### src/rtl/spectro_frame_packer.sv
// rtl/spectro_frame_packer.sv - per-band frame integrator and byte-stream packer
// Optional feature macro: SPECTRO_LOG_EN (log-style band byte encoding instead of top-8-bit truncation)
// Ports:
//   clk, rst_n                               clock, asynchronous active-low reset
//   ena                                      global enable; all state holds while low
//   in_valid, in_band, in_mag, in_last       magnitude beats from the filter bank
//   out_valid, out_ready, out_data, out_last byte stream: header {0xA, fcnt} then one byte per band
//   overrun                                  sticky; a completed frame was dropped
module spectro_frame_packer #(
  parameter int NUM_BANDS = 8,
  parameter int MAG_W     = 12,
  parameter int FRAME_LEN = 64
) (
  input  logic             clk,
  input  logic             rst_n,
  input  logic             ena,
  input  logic             in_valid,
  input  logic [3:0]       in_band,
  input  logic [MAG_W-1:0] in_mag,
  input  logic             in_last,
  output logic             out_valid,
  input  logic             out_ready,
  output logic [7:0]       out_data,
  output logic             out_last,
  output logic             overrun
);

  localparam int SC_W  = $clog2(FRAME_LEN);
  localparam int ACC_W = MAG_W + SC_W;
  localparam logic [SC_W-1:0] SC_END = SC_W'(FRAME_LEN - 1);
  localparam logic [3:0]      B_LAST = 4'(NUM_BANDS - 1);

  typedef enum logic [1:0] {O_IDLE, O_HDR, O_BAND} o_state_t;

  function automatic logic [7:0] enc(input logic [ACC_W-1:0] a);
`ifdef SPECTRO_LOG_EN
    logic [ACC_W-1:0] norm;
    logic [4:0]       p;
    norm = '0;
    p    = '0;
    // Highest set bit wins; shifting it to the MSB leaves the mantissa
    // bits right below it, zero-filled when the leading one is near bit 0.
    for (int i = 0; i < ACC_W; i++) begin
      if (a[i]) begin
        p    = 5'(i + 1);
        norm = a << (ACC_W - 1 - i);
      end
    end
    enc = {p, norm[ACC_W-2 -: 3]};
`else
    enc = a[ACC_W-1 -: 8];
`endif
  endfunction

  logic [ACC_W-1:0] r_acc  [NUM_BANDS];
  logic [ACC_W-1:0] r_snap [NUM_BANDS];
  logic [SC_W-1:0]  r_scnt;
  logic [3:0]       r_fcnt;
  logic [3:0]       r_bidx;
  o_state_t         r_state;
  logic [7:0]       r_out_data;
  logic             r_out_last;
  logic             r_overrun;

  logic             w_beat;
  logic             w_frame_end;
  logic             w_hs;
  logic             w_last_hs;
  logic             w_can_accept;
  logic             w_capture;
  logic [ACC_W-1:0] w_mag_ext;
  o_state_t         w_state_nxt;
  logic [3:0]       w_bidx_nxt;
  logic [3:0]       w_fcnt_nxt;
  logic [3:0]       w_load_idx;
  logic             w_load_band;
  logic [ACC_W-1:0] w_load_val;
  logic [7:0]       w_data_nxt;
  logic             w_last_nxt;

  assign w_mag_ext    = {{SC_W{1'b0}}, in_mag};
  assign w_beat       = ena && in_valid;
  assign w_frame_end  = w_beat && in_last && (r_scnt == SC_END);
  assign w_hs         = ena && out_valid && out_ready;
  assign w_last_hs    = (r_state == O_BAND) && w_hs && (r_bidx == B_LAST);
  // A new snapshot may land while the last band byte leaves: snap is no longer needed.
  assign w_can_accept = (r_state == O_IDLE) || w_last_hs;
  assign w_capture    = w_frame_end && w_can_accept;

  assign out_valid = (r_state != O_IDLE);
  assign out_data  = r_out_data;
  assign out_last  = r_out_last;
  assign overrun   = r_overrun;

  // Accumulators, sample counter, snapshot and overrun flag
  always_ff @(posedge clk or negedge rst_n) begin
    if (!rst_n) begin
      for (int b = 0; b < NUM_BANDS; b++) begin
        r_acc[b]  <= '0;
        r_snap[b] <= '0;
      end
      r_scnt    <= '0;
      r_overrun <= 1'b0;
    end else if (w_beat) begin
      if (in_last) begin
        r_scnt <= r_scnt + 1'b1;
      end
      for (int b = 0; b < NUM_BANDS; b++) begin
        if (w_frame_end) begin
          r_acc[b] <= '0;
          // Snapshot includes the frame-ending beat itself.
          if (w_can_accept) begin
            r_snap[b] <= r_acc[b] + ((in_band == 4'(b)) ? w_mag_ext : '0);
          end
        end else if (in_band == 4'(b)) begin
          r_acc[b] <= r_acc[b] + w_mag_ext;
        end
      end
      if (w_frame_end && !w_can_accept) begin
        r_overrun <= 1'b1;
      end
    end
  end

  // Output FSM state and registered output bytes
  always_ff @(posedge clk or negedge rst_n) begin
    if (!rst_n) begin
      r_state    <= O_IDLE;
      r_bidx     <= '0;
      r_fcnt     <= '0;
      r_out_data <= '0;
      r_out_last <= 1'b0;
    end else if (ena) begin
      r_state    <= w_state_nxt;
      r_bidx     <= w_bidx_nxt;
      r_fcnt     <= w_fcnt_nxt;
      r_out_data <= w_data_nxt;
      r_out_last <= w_last_nxt;
    end
  end

  always_comb begin
    w_state_nxt = r_state;
    w_bidx_nxt  = r_bidx;
    w_fcnt_nxt  = r_fcnt;
    w_data_nxt  = r_out_data;
    w_last_nxt  = r_out_last;
    w_load_idx  = '0;
    w_load_band = 1'b0;
    w_load_val  = '0;

    case (r_state)
      O_IDLE: begin
      end
      O_HDR: begin
        if (w_hs) begin
          w_state_nxt = O_BAND;
          w_bidx_nxt  = '0;
          w_load_idx  = '0;
          w_load_band = 1'b1;
        end
      end
      O_BAND: begin
        if (w_hs) begin
          if (r_bidx == B_LAST) begin
            w_state_nxt = O_IDLE;
            w_fcnt_nxt  = r_fcnt + 1'b1;
            w_last_nxt  = 1'b0;
          end else begin
            w_bidx_nxt  = r_bidx + 1'b1;
            w_load_idx  = r_bidx + 1'b1;
            w_load_band = 1'b1;
          end
        end
      end
      default: begin
        w_state_nxt = O_IDLE;
      end
    endcase

    // Header carries the post-increment count when a frame finishes in the same cycle.
    if (w_capture) begin
      w_state_nxt = O_HDR;
      w_data_nxt  = {4'hA, w_fcnt_nxt};
      w_last_nxt  = 1'b0;
    end

    for (int b = 0; b < NUM_BANDS; b++) begin
      if (w_load_idx == 4'(b)) begin
        w_load_val = r_snap[b];
      end
    end
    if (w_load_band) begin
      w_data_nxt = enc(w_load_val);
      w_last_nxt = (w_load_idx == B_LAST);
    end
  end

endmodule

### config.mk
export PLATFORM = sky130hd
export DESIGN_NAME = spectro_frame_packer
export DESIGN_NICKNAME = d
export VERILOG_FILES = /design/src/rtl/spectro_frame_packer.sv
export SDC_FILE = /design/constraint.sdc
export NUM_CORES = 1
export LEC_CHECK = 0
export BUFFER_PORTS_ARGS = -buffer_cell sky130_fd_sc_hd__buf_2
export CORE_MARGIN = 4
export CORE_UTILIZATION = 35
export CTS_BUF_LIST = sky130_fd_sc_hd__clkbuf_4 sky130_fd_sc_hd__clkbuf_8 sky130_fd_sc_hd__clkbuf_16
export CTS_CLUSTER_SIZE = 28
export DETAILED_ROUTE_END_ITERATION = 10
export MAX_ROUTING_LAYER = met4
export PLACE_DENSITY = 0.58
export SYNTH_ARGS = -nofsm -noshare
export SYNTH_HDL_FRONTEND = slang
export SYNTH_SLANG_ARGS = --single-unit
### constraint.sdc
create_clock -name clk -period 2.84 [get_ports clk]
set_input_delay 0.284 -clock clk [delete_from_list [all_inputs] [get_ports clk]]
set_output_delay 0.284 -clock clk [all_outputs]
set_load 0.02 [all_outputs]
==> metrics.cfg, run 1 <==
[power]
ir_drop_uv=486.9
power.leakage_uw=0.009534
p_per_area_nw_per_um2=623.3

[detailed_routing]
met3_length_microns=2277
via_per_inst=5.278
vias=15053
wl_met2_microns=21470
wl_per_cell_microns=17.03
top_layer=met4
dr.pass1.iters=5
drt_iter0_markers=975
met1_length_microns=23580
drcViolationCount=0
routed_wl_microns=48580
ant_nets=0

[setup_path]
critPathRequiredTime_ns=3.33
r2r_start=r_acc[1]
worst_ep_arrival_time_ns=3.15
endpoint=r_acc[13]
r2r_cells=8
critPathMaxFanout=4
crit_path_start=r_acc[1]
crit_path_start_kind=flop
r2r-end=r_acc[13]
cp-end-kind=flop
regToRegSetupSlack_ns=0.19
crit_type=reg2reg

[grt]
grt_max_degree=86
grt_pass1_wl_microns=79380
grt_pass1_vias=14774
grt_usage=0.1860
grt.overflow.total=0
antenna_found_initial=1

[sta]
fmax_ghz=0.3767
fin_worst_skew_ns=0.01952
setup_viol=0
drv_slew=0
post-route-min-period_ns=2.655
fin_crit_sh=0.9347
slew_headroom=0.4717
hold_viol=0
fin_ws_ns=0.1854
whs_ns=0.2224
tightest_slew_ns=0.7925

[clock_network]
cts_tree=done
cts_root_buf=clkbuf_16
cts-buffers-inserted=30
path_clk_slew_ns=0.06
h-tree-depth=1
clock_latency_ns=0.57
cts.sinks=234
clockBufferDepth=3

[logic_synthesis]
synthSimpleGateAreaFrac=0.2044
synth_common_cells=nand2_1, dfrtp_1, ha_1
ys_seq_area_frac=0.3342
yosys.area_share.adder=0.1448
ys_ff_latch=234
synth.avg_cell_area_sq_um=8.593
synth_most_common_cell=nand2_1
synth_top_area_frac=0.3342
synth_compound_area_frac=0.2025
ys_types=82
synth_xor_area_frac=0.07648
ys.warnings.count=0
yosysTopAreaCell=dfrtp_1
syn_inst=2039
syn-num-nets=2259
synthMuxAreaShare=0.007641
ys.flop_type=dfrtp_1
async_flop_share=1.000
synth_area_leaders=dfrtp_1, ha_1, nand2_1, a21oi_1, xnor2_1
synth_top_family_by_area=simple AND/OR/NAND/NOR gates
synth_edf_count=0
syn-cell-area_sq_um=17520

[floorplan]
dieArea_sq_um=53700
fp.dieW_microns=231.7
initial_core_util=0.3557
coreArea_sq_um=49250
ios=33
rows=81
die_y_microns=231.7

[cells_and_area]
drive_above_1_share=0.1189
instances_no_fill=2852
areaGrowthSynthToFinish_pct=16.35
postLayoutCellArea_sq_um=20390
layout.nets=2385
post-route-util=0.4139

[run_status]
outcome=finished, final reports clean

[run]
maxCapViolCount=0

[placed_design]
placed_cells=2793
hpwl_microns=36250
port_buffers=32
dpl_cell_area_sq_um=19350
pre_cts_ws_ns=-0.3157
place_congestion=0.9045

[hold_path]
hold_path.class=in2reg
hold_depth=5

[cells by family after synthesis]
family          Yosys count
xor+xnor                153
simple gates            733
compound gates          571
fa+ha+maj               198
flops                   234
buf+inv                 137
mux                      13
[stage by stage]
step,power (uW),TNS (ns)
4_1_cts,12790,0
2_1_floorplan,7606,0
3_5_place_dp,8898,-11.08
5_1_grt,13680,-0.05239
3_3_place_gp,8739,-7.177
6_report,12710,0
[worst min path at each step]
stage	slack, ns	from	endpoint
floorplan	-0.01	rst_n	out_data[0]
global placement	0.38	rst_n	r_acc[128]
detailed placement	0.37	rst_n	r_acc[128]
CTS	0.18	out_ready	r_state[1]
global route	0.23	out_ready	r_state[1]
finish	0.22	out_ready	r_state[1]
[placed cells by master, fill, tap and decap left out, types with 13 or more instances in the layout]
| cell | count |
|---|---|
| nand2_1 | 252 |
| dfrtp_1 | 234 |
| ha_1 | 190 |
| a21oi_1 | 183 |
| nor2_1 | 160 |
| buf_4 | 128 |
| o21ai_0 | 103 |
| and2_1 | 100 |
| xnor2_1 | 94 |
| inv_1 | 61 |
| xor2_1 | 59 |
| o21ai_1 | 51 |
| nand3_1 | 41 |
| a21o_1 | 39 |
| o21a_1 | 34 |
| clkbuf_16 | 31 |
| buf_2 | 31 |
| or3_1 | 30 |
| nor3_1 | 28 |
| nor2b_1 | 27 |
| nand4_1 | 21 |
| a211oi_1 | 19 |
| nand2b_1 | 18 |
| o211ai_1 | 15 |
| a22o_1 | 14 |
| and3_1 | 14 |
| o21bai_1 | 13 |
| o22ai_1 | 13 |
[sequential cells by signal, summed over array words and instances (netlist names)]
signal    flops
out_last      1
r_fcnt        4
r_bidx        4
r_snap       64
r_acc       144
r_scnt        6
out_data      8
overrun       1
r_state       2
[what timing repair did]
item,4_1_cts,5_1_grt
hold endpoints to repair,79,0
setup endpoints to repair,0,4
hold buffers,3,0
gates resized for setup,0,5
setup buffers,0,1
[worst max-delay path, cell delays in order, from the launching register on]
cell and delay, ns:
dfrtp_1 0.42, ha_1 0.30, a21o_1 0.12, a21oi_1 0.11, o21a_1 0.20, o21ai_0 0.55, a31oi_1 0.34, or3_1 0.39
a21oi_1 0.14
[cell type report]
type,count,area [sq um]
repair buffers,170,1301
clock buffers,43,897.1
clock inverters,10,77.57
fillers,4909,28870
diodes,2,5.005
flip-flops and latches,234,5856
well taps,664,830.8
multi-input cells,1668,11190
inverters,61,229.0
[power breakdown]
part	switching [uW]	internal [uW]	total, uW
logic	2410	2150	4560
clock network	1520	2260	3780
registers	529	3840	4360
total	4460	8250	12700
[per-layer routing]
layer / GRT usage / vias up
li1: - / 7503
met1: 0.2572 / 7190
met2: 0.2868 / 294
met3: 0.02711 / 66
met4: 0.05063 / 0
met5: - / -
(Power assumes the default switching activity.)
==> run 2, diff against run 1 <==
--- a/config.mk
+++ b/config.mk
@@ -5,14 +5,16 @@
 export SDC_FILE = /design/constraint.sdc
 export NUM_CORES = 1
 export LEC_CHECK = 0
+export ABC_AREA = 1
 export BUFFER_PORTS_ARGS = -buffer_cell sky130_fd_sc_hd__buf_2
+export CAP_MARGIN = 20
 export CORE_MARGIN = 4
 export CORE_UTILIZATION = 35
 export CTS_BUF_LIST = sky130_fd_sc_hd__clkbuf_4 sky130_fd_sc_hd__clkbuf_8 sky130_fd_sc_hd__clkbuf_16
 export CTS_CLUSTER_SIZE = 28
 export DETAILED_ROUTE_END_ITERATION = 10
 export MAX_ROUTING_LAYER = met4
-export PLACE_DENSITY = 0.58
+export PLACE_DENSITY = 0.57
 export SYNTH_ARGS = -nofsm -noshare
 export SYNTH_HDL_FRONTEND = slang
 export SYNTH_SLANG_ARGS = --single-unit
==> run 2 against run 1 <==
Effect of this change:
- die area grew 8.2%
- first-iteration DRC count is 44% higher
- via count rose by 25%
- worst hold slack worse by 0.19 ns
- wire length up 29%
- register-to-register slack improved by 0.13 ns
- global-route usage is 3.7 points higher
- flip-flop and latch count is the same
- final cell count is 24% higher
- critical path type unchanged
- combinational power rose by 56%
- critical endpoint is now out_data[3]
- count of clock-buffer cells in the layout is 1 higher
==> metrics.cfg, run 2 <==
[cells_and_area]
diodes=0  ; -2
areaGrowthSynthToFinish_pct=12.50
layout.nets=3034  ; +27%
layout_commonest_cell=nand2_1
instances_no_fill=3533  ; +24%
final_cell_mix=nand2_1, inv_1, nor2_1
top_register=r_acc
multi_input_area_sq_um=11710  ; +4.6%
drive_above_1_share=0.07508  ; -0.04386
largest_reg_flops=144  ; unchanged
nFillCells=5603  ; +14%
postLayoutCellArea_sq_um=21380  ; +4.9%
register_area_sq_um=5856  ; unchanged

[detailed_routing]
routed_wl_microns=62870  ; +29%
drt_iter0_markers=1403  ; +44%
wl_met2_microns=27330  ; +27%
vias=18749  ; +25%
ant_nets=0  ; unchanged
met1_length_microns=30050  ; +27%
met3_length_microns=3416  ; +50%
dr.pass1.iters=6  ; +1
via_per_inst=5.307  ; +0.55%
top_layer=met4
wl_per_cell_microns=17.80  ; +4.5%
drcViolationCount=0  ; unchanged

[clock_network]
cts_root_buf=clkbuf_16
h-tree-depth=1  ; unchanged
clock_latency_ns=0.59  ; +0.02 ns
cts_tree=done
path_clk_slew_ns=0.06  ; about the same
cts-buffers-inserted=31  ; +3.3%
postCtsSetupRepairBufs=0  ; unchanged
clockBufferDepth=3  ; unchanged
cts.sinks=234  ; unchanged

[logic_synthesis]
syn-num-nets=2955  ; +31%
ys.warnings.count=0  ; unchanged
ys_types=47  ; -43%
syn-cell-area_sq_um=19000  ; +8.5%
ys.flop_type=dfrtp_1
ys_ff_latch=234  ; unchanged
synth_edf_count=0  ; unchanged
async_flop_share=1.000  ; unchanged
synth.avg_cell_area_sq_um=6.949  ; -19%
ys_seq_area_frac=0.3081  ; -0.02610
synth_top_area_frac=0.3081  ; -0.02610
yosysTopAreaCell=dfrtp_1
synth_most_common_cell=nand2_1
syn_inst=2735  ; +34%
synth_common_cells=nand2_1, inv_1, nor2_1
synth_area_leaders=dfrtp_1, nand2_1, ha_1, inv_1, a21oi_1

[run_status]
outcome=finished, final reports clean

[floorplan]
fp.dieW_microns=241.0  ; +4.0%
ios=33  ; unchanged
initial_core_util=0.3532  ; -0.002563
dieArea_sq_um=58090  ; +8.2%
die_y_microns=241.0  ; +4.0%
rows=85  ; +4.9%
coreArea_sq_um=53810  ; +9.3%

[power]
swShare=0.4311  ; +0.08030
finalPower_uw=16790  ; +32%
switchingPower_uw=7239  ; +62%
p_clk_frac=0.247  ; -0.050
p_int_uw=9554  ; +16%
ir_drop_uv=493.4  ; +1.3%
p_per_area_nw_per_um2=785.5  ; +26%
power.leakage_uw=0.01104  ; +16%
p_seq_frac=0.329  ; -0.014
combPwrFrac=0.424  ; +0.065

[grt]
grt.overflow.total=0  ; unchanged
antenna_found_initial=0  ; -1
grt_pass1_wl_microns=100100  ; +26%
grt_usage=0.2229  ; +0.03690
grt_max_degree=79  ; -8.1%
grt_pass1_vias=17949  ; +21%

[sta]
whs_ns=0.03118  ; -0.1912 ns
fin_worst_skew_ns=0.01632  ; -0.003203 ns
slew_headroom=0.4754  ; +0.003733
post-route-min-period_ns=2.525  ; -0.1293 ns
timing.setup.tns_ns=0  ; unchanged
fmax_ghz=0.3960  ; +5.1%
drv_slew=0  ; unchanged
setup_viol=0  ; unchanged
rsz0062_at_grt=no
fin_crit_sh=0.8892  ; -0.04554
hold_viol=0  ; unchanged
tightest_slew_ns=0.7834  ; -0.009048 ns

[placed_design]
place_congestion=0.9536  ; +5.4%
placed_cells=3476  ; +24%
hpwl_microns=46790  ; +29%
port_buffers=32  ; unchanged
dpl_cell_area_sq_um=20310  ; +5.0%

[setup_path]
regToRegSetupSlack_ns=0.31  ; +0.13 ns
crit_path_start_kind=flop
critPathMaxFanout=8  ; +4
cp-end-kind=flop
critPathRequiredTime_ns=3.31  ; -0.02 ns
crit_type=reg2reg
worst_ep_arrival_time_ns=3.00  ; -0.15 ns

[run]
maxCapViolCount=0  ; unchanged

[hold_path]
hold_path.class=in2reg

==> run 2: changes by cell type after synthesis, moves of 30 or more <==
| cell | change |
|---|---|
| a21o_1 | -30 |
| a21oi_1 | +41 |
| and2_1 | -100 |
| clkbuf_1 | -45 |
| inv_1 | +247 |
| nand2_1 | +460 |
| nand3_1 | +138 |
| nand4_1 | +35 |
| nor2_1 | +122 |
| o21ai_0 | +100 |
| o21ai_1 | -36 |
| or3_1 | -30 |
| xnor2_1 | -79 |
==> run 2: worst paths after layout <==
check,end,cells past startpoint,startpoint
max,out_data[3],13,r_state[0]
min,r_scnt[1],4,in_last
max reg2reg,out_data[3],13,r_state[0]
min reg2reg,overrun,1,overrun
max in group asynchronous,r_acc[2],3,rst_n
min in group asynchronous,r_acc[103],2,rst_n
==> run 2: what timing repair did <==
| action | CTS | global route |
|---|---|---|
| gates resized for setup | 0 | 0 |
| endpoints found under the hold margin | 73 | 0 |
| hold buffers | 1 | 0 |
==> run 2: layout make-up <==
type / instances / share of cell area
sequential: 234 / 0.2739
tap: 696 / 0.04073
timing repair buffer: 86 / 0.03113
clock inverter: 12 / 0.006321
inverter: 325 / 0.05706
clock buffer: 44 / 0.04319
multi-input combinational: 2136 / 0.5477
==> run 2: cell families after synthesis <==
| group | synth area share |
|---|---|
| AND/OR/NAND/NOR | 0.3021 |
| AO/OA/AOI/OAI | 0.1589 |
| buffers and inverters | 0.07617 |
| flip-flops | 0.3081 |
| adder cells (fa/ha/maj) | 0.1335 |
| XOR/XNOR | 0.02120 |
==> run 2: stage by stage <==
stage / util / worst slack [ns]
2_1_floorplan: - / 0.5374
3_3_place_gp: 0.3774 / 0.1737
3_5_place_dp: 0.3774 / 0.1716
4_1_cts: 0.3973 / 0.3283
5_1_grt: 0.3973 / 0.1128
6_report: 0.3973 / 0.3148
==> run 2: metal layers <==
| metal | global-route usage | up-vias |
|---|---|---|
| li1 | - | 9342 |
| met1 | 0.3124 | 8812 |
| met2 | 0.3426 | 480 |
| met3 | 0.02571 | 115 |
| met4 | 0.06173 | 0 |
| met5 | - | - |
==> run 2: critical path: stages (launching register included) <==
cell and delay [ns]:
dfrtp_1 0.38, inv_1 0.09, ha_1 0.37, nor2_1 0.15, nor2_2 0.20, o211ai_1 0.35
nand3_1 0.21, nand2_1 0.06, nor2_1 0.18, nand3_1 0.10, nand2_1 0.07, nand3_1 0.10
nand2_1 0.09, nand2_1 0.05
==> run 2: power groups by stage <==
stage               logic (uW)  clock network, uW  registers [uW]
floorplan                 5390                  0            5120
global placement          6900                  0            5530
detailed placement        7020                  0            5550
CTS                       7070               4250            5500
global route              8180               4390            5630
finish                    7110               4150            5530
